===== src/rtl/rr_arbiter8_if.sv =====
// Request/grant bundle between eight requesters and the round-robin arbiter.
// The master modport belongs to the requester side; the slave modport belongs to the arbiter.
interface rr_arbiter8_if #(
    parameter int unsigned N = 8,
    parameter int unsigned W = 3
) ();
    logic [N-1:0] req;
    logic [N-1:0] gnt;
    logic [W-1:0] gnt_id;
    logic         gnt_vld;
    logic         timeout;

    modport master (
        output req,
        input  gnt,
        input  gnt_id,
        input  gnt_vld,
        input  timeout
    );

    modport slave (
        input  req,
        output gnt,
        output gnt_id,
        output gnt_vld,
        output timeout
    );
endinterface


===== src/rtl/rr_arbiter8.sv =====
// Eight-way round-robin arbiter with a registered one-hot grant, a binary owner index and a hold-time limit.
// Every grant change passes through one idle cycle; the owner is revoked after MAX_HOLD cycles when others wait.
module rr_arbiter8 #(
    parameter int unsigned MAX_HOLD = 16
) (
    input  logic          clk,
    input  logic          rst_n,
    rr_arbiter8_if.slave  bus
);
    localparam int unsigned N  = 8;
    localparam int unsigned W  = 3;
    localparam int unsigned CW = 8;

    typedef enum logic [0:0] {
        ST_IDLE  = 1'b0,
        ST_GRANT = 1'b1
    } state_e;

    state_e         state_q, state_d;
    logic [N-1:0]   gnt_q, gnt_d;
    logic [W-1:0]   gnt_id_q, gnt_id_d;
    logic           gnt_vld_q, gnt_vld_d;
    logic           timeout_q, timeout_d;
    logic [W-1:0]   ptr_q, ptr_d;
    logic [CW-1:0]  cnt_q, cnt_d;

    logic [W-1:0]   idx;
    logic [W-1:0]   win_id;
    logic           win_vld;
    logic           others_c;
    logic           owner_req_c;
    logic           hold_max_c;

    // Circular priority search starting at ptr; scanning downward lets the smallest offset win.
    always_comb begin
        idx     = '0;
        win_id  = ptr_q;
        win_vld = 1'b0;
        for (int i = N - 1; i >= 0; i--) begin
            idx = ptr_q + W'(i);
            if (bus.req[idx]) begin
                win_vld = 1'b1;
                win_id  = idx;
            end
        end
    end

    assign owner_req_c = bus.req[gnt_id_q];
    assign others_c    = |(bus.req & ~gnt_q);
    assign hold_max_c  = (cnt_q == CW'(MAX_HOLD));

    always_comb begin
        state_d   = state_q;
        gnt_d     = gnt_q;
        gnt_id_d  = gnt_id_q;
        gnt_vld_d = gnt_vld_q;
        timeout_d = 1'b0;
        ptr_d     = ptr_q;
        cnt_d     = cnt_q;

        unique case (state_q)
            ST_IDLE: begin
                gnt_d     = '0;
                gnt_vld_d = 1'b0;
                cnt_d     = '0;
                if (win_vld) begin
                    gnt_d     = N'(1) << win_id;
                    gnt_id_d  = win_id;
                    gnt_vld_d = 1'b1;
                    cnt_d     = CW'(1);
                    state_d   = ST_GRANT;
                end
            end
            ST_GRANT: begin
                // A dropped owner request takes precedence over an expiring hold timer.
                if (!owner_req_c || (hold_max_c && others_c)) begin
                    gnt_d     = '0;
                    gnt_vld_d = 1'b0;
                    timeout_d = owner_req_c;
                    ptr_d     = gnt_id_q + W'(1);
                    cnt_d     = '0;
                    state_d   = ST_IDLE;
                end else if (!hold_max_c) begin
                    cnt_d = cnt_q + CW'(1);
                end
            end
            default: begin
                state_d = ST_IDLE;
            end
        endcase
    end

    always_ff @(posedge clk or negedge rst_n) begin
        if (!rst_n) begin
            state_q   <= ST_IDLE;
            gnt_q     <= '0;
            gnt_id_q  <= '0;
            gnt_vld_q <= 1'b0;
            timeout_q <= 1'b0;
            ptr_q     <= '0;
            cnt_q     <= '0;
        end else begin
            state_q   <= state_d;
            gnt_q     <= gnt_d;
            gnt_id_q  <= gnt_id_d;
            gnt_vld_q <= gnt_vld_d;
            timeout_q <= timeout_d;
            ptr_q     <= ptr_d;
            cnt_q     <= cnt_d;
        end
    end

    assign bus.gnt     = gnt_q;
    assign bus.gnt_id  = gnt_id_q;
    assign bus.gnt_vld = gnt_vld_q;
    assign bus.timeout = timeout_q;
endmodule

===== src/flat_wrapper.sv =====
// flat-port wrapper written by rule: the top's interface ports become plain ports
module rr_arbiter8_flat 
#(
    parameter int unsigned MAX_HOLD = 16
)
  (clk, rst_n, bus_req, bus_gnt, bus_gnt_id, bus_gnt_vld, bus_timeout);
  rr_arbiter8_if bus_i ();
  input  logic clk;
  input  logic rst_n;
  input wire logic [$bits(bus_i.req)-1:0] bus_req;
  output wire logic [$bits(bus_i.gnt)-1:0] bus_gnt;
  output wire logic [$bits(bus_i.gnt_id)-1:0] bus_gnt_id;
  output wire logic [$bits(bus_i.gnt_vld)-1:0] bus_gnt_vld;
  output wire logic [$bits(bus_i.timeout)-1:0] bus_timeout;
  assign bus_i.req = bus_req;
  assign bus_gnt = bus_i.gnt;
  assign bus_gnt_id = bus_i.gnt_id;
  assign bus_gnt_vld = bus_i.gnt_vld;
  assign bus_timeout = bus_i.timeout;
  rr_arbiter8 #(.MAX_HOLD(MAX_HOLD)) u_core (.clk(clk), .rst_n(rst_n), .bus(bus_i));
endmodule

===== config.mk =====
export PLATFORM = sky130hd
export DESIGN_NAME = rr_arbiter8_flat
export DESIGN_NICKNAME = d
export VERILOG_FILES = /design/src/rtl/rr_arbiter8_if.sv /design/src/rtl/rr_arbiter8.sv /design/src/flat_wrapper.sv
export SDC_FILE = /design/constraint.sdc
export NUM_CORES = 1
export LEC_CHECK = 0
export CELL_PAD_IN_SITES_DETAIL_PLACEMENT = 1
export CELL_PAD_IN_SITES_GLOBAL_PLACEMENT = 1
export CORE_MARGIN = 2
export CORE_UTILIZATION = 43
export CTS_CLUSTER_DIAMETER = 120
export CTS_CLUSTER_SIZE = 20
export DETAILED_ROUTE_END_ITERATION = 10
export PLACE_DENSITY_LB_ADDON = 0.05
export SYNTH_ARGS = -nofsm -noshare
export SYNTH_HDL_FRONTEND = slang
export SYNTH_SLANG_ARGS = --single-unit

===== constraint.sdc =====
create_clock -name clk -period 3.4 [get_ports clk]
set_clock_uncertainty 0.1 [all_clocks]
set_input_delay 0.68 -clock clk [delete_from_list [all_inputs] [get_ports clk]]
set_output_delay 0.68 -clock clk [all_outputs]
set_load 0.01 [all_outputs]

* Word level (Yosys, flattened, before mapping)
Index checks and enable logic that the tools add are counted.
Storage, ports and cells: register bits after elaboration 25, input bits 10, output and inout bits 13, logic and storage cells 86
Cells by class: add/subtract/negate cells 9, magnitude comparators 9, equal/unequal tests 3, shift-type cells 1, muxes and demuxes 48, bitwise gates (word level) 3, reduce and logical (&&, ||, !) cells 6
Operator list (count):
- $lt 3x4->1 const B | 9
- $mux 8 | 4
- $pmux 8 s2 | 2
- $bmux 1 s3 | 9
- $mux 3 | 8
- $mux 1 | 23
- $add 3x3->3 const B | 4
- $add 8x1->8 const B | 1
- $and 8x8->8 | 1
- $eq 8x5->1 const B | 1
- $not 8->8 | 1
- $reduce_or 8->1 | 1
- $shl 1x3->8 const A | 1
- $add 3x1->3 const B | 2
- $add 3x2->3 const B | 2
- $pmux 1 s2 | 2
- $reduce_and 2->1 | 2
- $ne 3x3->1 const B | 1
- $ne 2x2->1 const B | 1
- $logic_and 1x1->1 | 1
- $logic_not 1->1 | 1
- $logic_or 1x1->1 | 1
- $not 1->1 | 1

* Logic depth before layout (Yosys ltp)
Gate-level depths: netlist of run 1.
word-level depth 14, mapped depth 12, gate-level depth less buffers 8

* Least setup slack after synthesis of run 1
OpenSTA, ideal clock, no wires.
kind flip-flop to flip-flop, start reg u_core.ptr_q[1], end reg u_core.gnt_q[7], in the netlist u_core.bus.gnt[7], library setup time 110 ps, arrival 2813 ps, data required time 3190 ps, slack 377 ps, cell stages (with the launch flop) 10, path buffers 1, clock period less this slack 3023 ps, cell sequence dfrtp_1 -> buf_6 -> clkinv_1 -> ha_1 -> xnor2_1 -> mux4_1 -> o211ai_1 -> nand4_1 -> and3_1 -> o41ai_1
On the way: cells in the longest elaborated chain, start to end 14, elaborated cells between the ends (all ways) 42, classes of those cells add/sub: 7; shift: 1; mux: 34
Ends and longest elaborated chain:
- from (decl) | line rr_arbiter8.sv:24 | logic [W-1:0] ptr_q, ptr_d;
- from (signal assigned) | line rr_arbiter8.sv:108 | ptr_q <= ptr_d;
- $add 3x3->3 | line rr_arbiter8.sv:40 | idx = ptr_q + W'(i);
- $bmux 1 s3 | line rr_arbiter8.sv:41 | if (bus.req[idx]) begin
- $mux 1 (not written as such) | line rr_arbiter8.sv:41
- $mux 3 (8 in a row) | line rr_arbiter8.sv:41
- $shl 1x3->8 | line rr_arbiter8.sv:67 | gnt_d = N'(1) << win_id;
- $mux 8 * | line rr_arbiter8.sv:66 | if (win_vld) begin
- $pmux 8 s2 * | line rr_arbiter8.sv:61 | unique case (state_q)
- to (signal assigned) | line rr_arbiter8.sv:104 | gnt_q <= gnt_d;
- to (decl) | line rr_arbiter8.sv:20 | logic [N-1:0] gnt_q, gnt_d;
Every way passes the cells marked *; elsewhere a longest branch is shown, timed or not. The select of a mux whose other input is x is not followed. A chain may end at the register's enable or synchronous reset.

* Worst setup path after layout of run 1
start in bus_req[1], end reg u_core.gnt_q[6], in the netlist u_core.bus.gnt[6]
On the way: cells in the longest elaborated chain, start to end 13, elaborated cells between the ends (all ways) 43, classes of those cells eq/ne: 1; shift: 1; mux: 36; bitwise: 1; reduce/logical: 4
Ends and longest elaborated chain:
- from (decl) | line flat_wrapper.sv:10 | input wire logic [$bits(bus_i.req)-1:0] bus_req;
- $bmux 1 s3 | line rr_arbiter8.sv:41
- $mux 1 (not written as such) | line rr_arbiter8.sv:41
- $mux 3 (8 in a row) | line rr_arbiter8.sv:41
- $shl 1x3->8 | line rr_arbiter8.sv:67
- $mux 8 | line rr_arbiter8.sv:66
- $pmux 8 s2 | line rr_arbiter8.sv:61
Several ways; a longest one is shown, not always the timed one. The select of a mux whose other input is x is not followed.

==> results.cfg, run 1 <==
[flow_run]
drv_cap = 0

[sta]
slew_headroom = 0.646
whs_ps = 394
fin_crit_sh = 0.961
drv_slew = 0
setup_viol = 0
setup_tns_ps = 0
tightest_slew_ps = 525
period_needed_ps = 3270
fmax_mhz = 306
setup_ws_ps = 131
rsz0062_at_grt = true
hold_violations = 0

[floorplan]
fp-row-count = 27
pin_count = 23
start_util = 0.441
die-area_um2 = 6220
die_h_um = 78.9
core_area_um2 = 5470
die_w_um = 78.9

[synth]
synth_top_area_cell = dfrtp_1
synth.most_common_cell = dfrtp_1
netlist_area_um2 = 2410
synth.distinct_cells = 55
synthArstFlopShare = 1.00
synth_seq_cells = 25
synth_warnings = 0
synth_seq_area_share = 0.259
syn_inst = 231
ys_top_cells_by_count = dfrtp_1 (25), nand2_1 (20), mux2i_1 (18)
synth-main-ff-cell = dfrtp_1
yosys.area.top_type_share = 0.259
synth_fp_nets = 246
synth_edf_count = 0
syn_area_per_cell_um2 = 10.4
synth_area_leaders = dfrtp_1 (26%), mux4_2 (14%), mux2i_1 (7.5%), mux4_1 (6.5%), nand2_1 (3.1%)

[cells_and_area]
final.fill_count = 599
design_area_um2 = 2890
regArea_um2 = 626
drive_gt1_frac = 0.223
multi_input_area_um2 = 1610
antenna_cells = 0
nets = 285
finalNonFillerCells = 341
syn2layout_area_growth_pct = 19.7

[global_route]
grt_busiest_layer = met2
overflow = 0
grt_max_degree = 26
grt.total_usage = 0.265
antenna_found_initial = 0
use_met1 = 0.329
met3_usage = 0.0182
grt_pass1_vias = 2360
grtUsageMet2 = 0.490
grt_pass1_wl_um = 12800

[pwr]
peakVddDrop_mv = 0.436
p_per_area_nw_per_um2 = 1140
power.leakage_nw = 1.24

[place]
gp_congestion = 0.952
dp.cells = 337
dp_hpwl_um = 6030
placed_area_um2 = 2830
port_buffers = 22
preCtsSetupSlack_ps = -189

[route]
ant_nets = 0
detail_route.wl_per_cell_um = 22.4
drtPass1Iterations = 4
drt_wl_total_um = 7640
post-route-drc-count = 0
drt_iter0_drc = 123
viasPerCell = 6.31
vias = 2152

[clock_tree]
clk_pin_slew_ps = 80
clockBufferDepth = 2
cts_setup_buffers = 0
cts_buffers = 3
cts_hold_buf = 0
cts-root-buf = clkbuf_8
cts_sinks = 25
htree_levels = 1
cts_tree = yes
clk_latency_ps = 270

[status]
status = complete, no violations

[hold_path]
hold_path.class = flop to flop

[worst_setup_path]
crit_chain = clkdlybuf4s50_1 -> buf_4 -> mux4_2 -> mux2_2 -> a32oi_1 -> o211ai_1 -> o31a_1 -> o41ai_1
worstPathArrival_ps = 3320
cp-start-kind = input pin
worstPathRequired_ps = 3450
cp_top_family = compound AO/OA/AOI/OAI gates
crit_fanout = 7
path_class = input pin to flop
critPathMaxStageDelay_ps = 530
endpoint_kind = flop
cp.buffers_inverters = 2
critPathSlowestCell = clkdlybuf4s50_1
==> worst reg2reg max path: cells and delay by family, from the launching register on <==
family / cells / cell delay [ps]
compound gates: 3 / 980
buf+inv: 3 / 560
simple gates: 1 / 200
mux: 1 / 360
fa+ha+maj: 1 / 330
flops: 1 / 430
==> per-layer routing <==
| metal | share of wire | up-vias |
|---|---|---|
| met5 | 0 | - |
| met1 | 0.41 | 1114 |
| met2 | 0.54 | 44 |
| met4 | 0.029 | 0 |
| li1 | - | 977 |
| met3 | 0.023 | 17 |
==> worst paths after layout <==
kind                       slack [ps]  depth (start not counted)                    to          startpoint
setup / recovery                  130                          8     u_core.bus.gnt[6]          bus_req[1]
hold reg to reg                   390                          2    u_core.bus.gnt_vld  u_core.bus.gnt_vld
max in group asynchronous        2290                          2  u_core.bus.gnt_id[1]               rst_n
min in group asynchronous         670                          2  u_core.bus.gnt_id[2]               rst_n
setup reg to reg                  330                          9     u_core.bus.gnt[6]     u_core.ptr_q[1]
hold / removal                    390                          2    u_core.bus.gnt_vld  u_core.bus.gnt_vld
==> repair_timing <==
item                                    CTS  global route
endpoints found under the hold margin     0             0
endpoints found under the setup margin    0             3
gates resized for setup                   0             5
==> metrics by stage <==
step | power (mW) | utilization
after CTS | 3.26 | 0.525
after global placement | 2.98 | 0.516
after floorplan | 2.23 | -
after global routing | 3.52 | 0.527
final | 3.28 | 0.527
after detailed placement | 3.06 | 0.516
==> where the power goes <==
group	internal, mW	switching (mW)	leakage, nW
clock network	0.0840	0.0923	0.0228
logic	1.21	1.41	0.893
registers	0.382	0.0974	0.325
total	1.68	1.60	1.24
==> sequential cells by signal (all words and copies together) (netlist names) <==
register and count:
u_core.bus.gnt_id 3, u_core.state_q 1, u_core.bus.gnt 8, u_core.bus.timeout 1
u_core.ptr_q 3, u_core.bus.gnt_vld 1, u_core.cnt_q 8
==> layout make-up <==
type                            instances  area share
Sequential cell                        25       0.217
Clock buffer                            4      0.0156
Inverter                               17      0.0221
Timing Repair Buffer                   52       0.156
Multi-Input combinational cell        171       0.558
Tap cell                               72      0.0312
==> layout by cell type, fill, tap and decap left out, types with 3 or more instances in the layout <==
| master | Yosys | final |
|---|---|---|
| nand2_1 | 20 | 20 |
| clkbuf_8 | 0 | 3 |
| o31ai_1 | 4 | 4 |
| nand3_1 | 7 | 7 |
| o41ai_1 | 5 | 5 |
| mux2_2 | 5 | 5 |
| xor2_1 | 6 | 6 |
| o211ai_1 | 4 | 4 |
| mux4_2 | 15 | 15 |
| nor3_1 | 3 | 3 |
| dfrtp_1 | 25 | 25 |
| mux2i_1 | 18 | 17 |
| o22ai_1 | 4 | 4 |
| xnor2_1 | 4 | 4 |
| clkdlybuf4s50_1 | 0 | 20 |
| o21ai_0 | 5 | 5 |
| and3_1 | 3 | 3 |
| nor2_1 | 13 | 13 |
| ha_1 | 5 | 5 |
| mux4_1 | 6 | 6 |
| inv_1 | 15 | 15 |
| buf_4 | 0 | 30 |
| a21oi_1 | 5 | 5 |
==> cell families after synthesis <==
kind of cell | share of synthesized area
AOI/OAI and AO/OA | 0.177
DFF | 0.259
buffers and inverters | 0.0763
adders and majority gates | 0.0259
xor gates and xnor gates | 0.0363
and+or+nand+nor | 0.111
muxes | 0.314
No activity file was read; power rests on OpenSTA's default activity.
==> inputs of run 2 (changes only) <==
--- a/config.mk
+++ b/config.mk
@@ -7,6 +7,7 @@
 export LEC_CHECK = 0
 export CELL_PAD_IN_SITES_DETAIL_PLACEMENT = 1
 export CELL_PAD_IN_SITES_GLOBAL_PLACEMENT = 1
+export CORE_ASPECT_RATIO = 0.7
 export CORE_MARGIN = 2
 export CORE_UTILIZATION = 43
 export CTS_CLUSTER_DIAMETER = 120
==> run 2 against run 1 <==
  * Final cell count up 0.88%
  * Global-route usage up 0.43 points
  * Cell area up 1.1%
  * Sequential power up 3%
  * Register-to-register slack worse by 160 ps
  * Non-clock buffer count up 3
  * Via count up 2.1%
  * Combinational power about the same
==> results.cfg, run 2 (synthesis results as in run 1) <==
[place]
dp_hpwl_um = 6160
preCtsSetupSlack_ps = -253
gp_congestion = 0.915
port_buffers = 22

[sta]
rsz0062_at_grt = false
setup_viol = 0
fin_crit_sh = 0.958
fmax_mhz = 307
whs_ps = 393
hold_violations = 0
slew_headroom = 0.643
setup_ws_ps = 141
drv_slew = 0
period_needed_ps = 3260
setup_tns_ps = 0
tightest_slew_ps = 534

[clock_tree]
clockBufferDepth = 2
cts_sinks = 25
cts_setup_buffers = 0
cts_buffers = 3
clk_pin_slew_ps = 100
htree_levels = 1
clk_latency_ps = 280
cts-root-buf = clkbuf_8
cts_tree = yes

[floorplan]
die_w_um = 93.5
start_util = 0.454
die-area_um2 = 6230
fp-row-count = 22
core_area_um2 = 5310
pin_count = 23
die_h_um = 66.7

[pwr]
clkPwrFrac = 0.057
p_sw_frac = 0.492
p_int_mw = 1.68
combPwrFrac = 0.793
p_sw_mw = 1.62
power_frac_seq = 0.150
power.leakage_nw = 1.24
p_per_area_nw_per_um2 = 1130
peakVddDrop_mv = 0.664
finalPower_mw = 3.30

[cells_and_area]
drive_gt1_frac = 0.246
layout_commonest_cell = buf_4
nets = 288
antenna_cells = 0
syn2layout_area_growth_pct = 21.0
final_cell_mix = buf_4 (33), dfrtp_1 (25), clkdlybuf4s50_1 (22)

[worst_setup_path]
r2r_start = u_core.ptr_q[0]
reg2reg_to = u_core.bus.gnt[3]
rrSetupSlack_ps = 170
worstPathRequired_ps = 3460
path_class = input pin to flop
crit_fanout = 11
crit_path_start = bus_req[7]
cp-start-kind = input pin
reg2reg_depth = 8
endpoint = u_core.bus.gnt[3]
worstPathArrival_ps = 3320
endpoint_kind = flop

[route]
drtPass1Iterations = 4
drt_iter0_drc = 167
drt_wl_total_um = 7750
post-route-drc-count = 0
ant_nets = 0
detail_route.wl_per_cell_um = 22.5
viasPerCell = 6.39
vias = 2197

[global_route]
grt_max_degree = 26
grt_pass1_wl_um = 12600
grt_pass1_vias = 2302
antenna_found_initial = 0
grt.total_usage = 0.270
overflow = 0

[status]
status = complete, no violations

[hold_path]
hold_path.class = flop to flop

[flow_run]
drv_cap = 0
==> run 2: worst min path at each step <==
stage | startpoint | end | slack, ps | cells past startpoint
6_report | u_core.bus.gnt_vld | u_core.bus.gnt_vld | 390 | 2
4_1_cts | u_core.bus.gnt_vld | u_core.bus.gnt_vld | 400 | 2
2_1_floorplan | rst_n | u_core.bus.gnt[0] | 280 | 0
3_5_place_dp | u_core.bus.gnt_vld | u_core.bus.gnt_vld | 380 | 2
5_1_grt | u_core.bus.gnt_vld | u_core.bus.gnt_vld | 440 | 2
3_3_place_gp | u_core.bus.gnt_vld | u_core.bus.gnt_vld | 360 | 2
==> run 2: repair_timing <==
action / 4_1_cts / 5_1_grt
hold buffers: 0 / 0
gates resized for setup: 0 / 5
endpoints found under the setup margin: 0 / 2
==> run 2: power by group through the flow <==
stage	Sequential, mW	Combinational (mW)	Clock, mW
final	0.495	2.62	0.187
after global routing	0.505	2.81	0.206
after CTS	0.492	2.54	0.194
after detailed placement	0.498	2.53	0
after global placement	0.489	2.45	0
after floorplan	0.472	1.76	0
==> run 2: worst max-delay path, cell delays in order <==
cell,delay [ps]
clkdlybuf4s50_1,690
mux2i_1,240
mux4_2,510
and3_4,200
o2111a_1,270
o31a_1,340
o41ai_1,380
==> run 2: final cells by class <==
type | instances | area, um2
Multi-Input combinational cell | 171 | 1620
Timing Repair Buffer | 55 | 468
Clock buffer | 3 | 41.3
Inverter | 17 | 63.8
Sequential cell | 25 | 626
Tap cell | 72 | 90.1
Clock inverter | 1 | 7.51
Fill cell | 598 | 2400
==> run 2: metal layers <==
metal | part of all wire | global-route usage | up-vias
met5 | 0 | 0 | -
met4 | 0.0067 | 0.0404 | 0
met3 | 0.072 | 0.0419 | 8
met2 | 0.45 | 0.423 | 83
met1 | 0.47 | 0.402 | 1120
li1 | - | - | 986
==> run 2: per-stage QoR <==
step	util	cell area (um2)	instances
floorplan	-	2410	231
detailed placement	0.536	2850	340
global route	0.549	2920	344
finish	0.549	2920	344
global placement	0.536	2850	340
CTS	0.545	2900	344
==> inputs of run 3 (changes only) <==
--- a/config.mk
+++ b/config.mk
@@ -13,6 +13,7 @@
 export CTS_CLUSTER_DIAMETER = 120
 export CTS_CLUSTER_SIZE = 20
 export DETAILED_ROUTE_END_ITERATION = 10
+export GPL_ROUTABILITY_DRIVEN = 0
 export PLACE_DENSITY_LB_ADDON = 0.05
 export SYNTH_ARGS = -nofsm -noshare
 export SYNTH_HDL_FRONTEND = slang
==> run 3 against run 2 <==
  * Non-clock buffer count is 1 higher
  * Maximum frequency is 0.69% higher
  * Cell area is 0.34% lower
  * Setup slack better by 22 ps
  * Clock power is 5% lower
  * Hold slack better by 25 ps
  * Global-route usage is 0.10 points lower
  * Die area stayed put
  * Critical endpoint is now u_core.bus.gnt[7]
==> results.cfg, run 3 (synthesis results as in run 1) <==
[floorplan]
die-area_um2 = 6230
core_area_um2 = 5310
die_h_um = 66.7
fp-row-count = 22
pin_count = 23
die_w_um = 93.5
start_util = 0.454

[worst_setup_path]
critPathSlowestCell = clkdlybuf4s50_1
cp-start-kind = input pin
reg2reg_to = u_core.bus.gnt[7]
crit_chain = clkdlybuf4s50_1 -> mux2i_1 -> buf_4 -> mux4_1 -> o211ai_1 -> nand4_1 -> and3_1 -> o41ai_1
r2r_start = u_core.ptr_q[1]
worstPathArrival_ps = 3300
critPathMaxStageDelay_ps = 670
worstPathRequired_ps = 3460
rrSetupSlack_ps = 340
endpoint_kind = flop
path_class = input pin to flop
crit_fanout = 10
reg2reg_depth = 8

[cells_and_area]
syn2layout_area_growth_pct = 20.6
final_cell_mix = buf_4 (34), dfrtp_1 (25), clkdlybuf4s50_1 (22)
design_area_um2 = 2910
drive_gt1_frac = 0.238
nets = 289
antenna_cells = 0
layout_commonest_cell = buf_4

[clock_tree]
cts_tree = yes
cts_setup_buffers = 0
htree_levels = 1
clk_latency_ps = 280
cts_hold_buf = 0
cts_repair_resize_count = 0
cts-root-buf = clkbuf_8
cts_sinks = 25
clk_pin_slew_ps = 90
cts_buffers = 3
clockBufferDepth = 2

[global_route]
overflow = 0
grt_pass1_vias = 2219
grt_max_degree = 26
grt_pass1_wl_um = 12700
antenna_found_initial = 0
grt.total_usage = 0.269

[pwr]
peakVddDrop_mv = 0.608
power.leakage_nw = 1.24
p_per_area_nw_per_um2 = 1130

[route]
vias = 2186
post-route-drc-count = 0
viasPerCell = 6.34
drt_wl_total_um = 7790
drtPass1Iterations = 4
detail_route.wl_per_cell_um = 22.6
drt_iter0_drc = 213
ant_nets = 0

[sta]
rsz0062_at_grt = false
fmax_mhz = 309
period_needed_ps = 3240
slew_headroom = 0.670
tightest_slew_ps = 488
setup_tns_ps = 0
fin_crit_sh = 0.952
setup_viol = 0
whs_ps = 418
hold_violations = 0
drv_slew = 0

[hold_path]
min_from = u_core.bus.gnt_vld
hold_end = u_core.bus.gnt_vld
holdPathStages = 2
hold_path.class = flop to flop

[place]
dp_hpwl_um = 6290
placed_area_um2 = 2860
port_buffers = 22

[status]
status = complete, no violations

[flow_run]
drv_cap = 0
==> run 3: changes by cell type in the layout (fill, tap and decap cells not counted) <==
cell,change
buf_4,+1
clkinv_2,+1
clkinvlp_4,-1
mux2i_1,+2
mux2i_2,-2
o41ai_1,+1
o41ai_2,-1
==> run 3: critical path, delay by kind of cell <==
kind / cells / cell delay, ps
compound gates: 2 / 560
buf+inv: 2 / 860
simple gates: 2 / 440
mux: 2 / 750
==> run 3: stage by stage <==
stage | worst slack, ps | power (mW) | instances | util
floorplan | 377 | 2.23 | 231 | -
global placement | -105 | 2.95 | 341 | 0.538
global route | 20.7 | 3.52 | 345 | 0.547
finish | 163 | 3.30 | 345 | 0.547
detailed placement | -137 | 3.07 | 341 | 0.538
CTS | 176 | 3.25 | 345 | 0.546
==> run 3: per-layer routing <==
layer  share of wire  track usage  routed length (um)  up-vias
met5               0            0                   0        -
met4          0.0024       0.0257                  19        0
met3           0.072       0.0464                 561        5
met2            0.44        0.396                3450       78
met1            0.48        0.423                3770     1119
li1                -            -                   -      984
==> run 3: worst max path at each step <==
stage,cells after the start,startpoint,slack [ps],endpoint
floorplan,9,u_core.ptr_q[1],380,u_core.bus.gnt[7]
finish,8,bus_req[2],160,u_core.bus.gnt[7]
global placement,7,bus_req[7],-100,u_core.bus.gnt[7]
global route,9,bus_req[7],20,u_core.bus.gnt[7]
CTS,8,bus_req[7],180,u_core.bus.gnt[7]
detailed placement,8,bus_req[7],-140,u_core.bus.gnt[7]
==> run 3: area by class of cell <==
class,count,area (um2)
Timing Repair Buffer,56,475
Fill cell,601,2410
Multi-Input combinational cell,171,1610
Clock buffer,3,41.3
Tap cell,72,90.1
Clock inverter,1,5.00
Inverter,17,63.8
Sequential cell,25,626
==> run 3: where the power goes <==
| part | switching [mW] | internal [mW] | total [mW] | leakage [nW] |
|---|---|---|---|---|
| Combinational | 1.42 | 1.21 | 2.63 | 0.895 |
| Sequential | 0.105 | 0.381 | 0.486 | 0.325 |
| Clock | 0.0944 | 0.0821 | 0.177 | 0.0255 |
| Total | 1.62 | 1.67 | 3.30 | 1.24 |
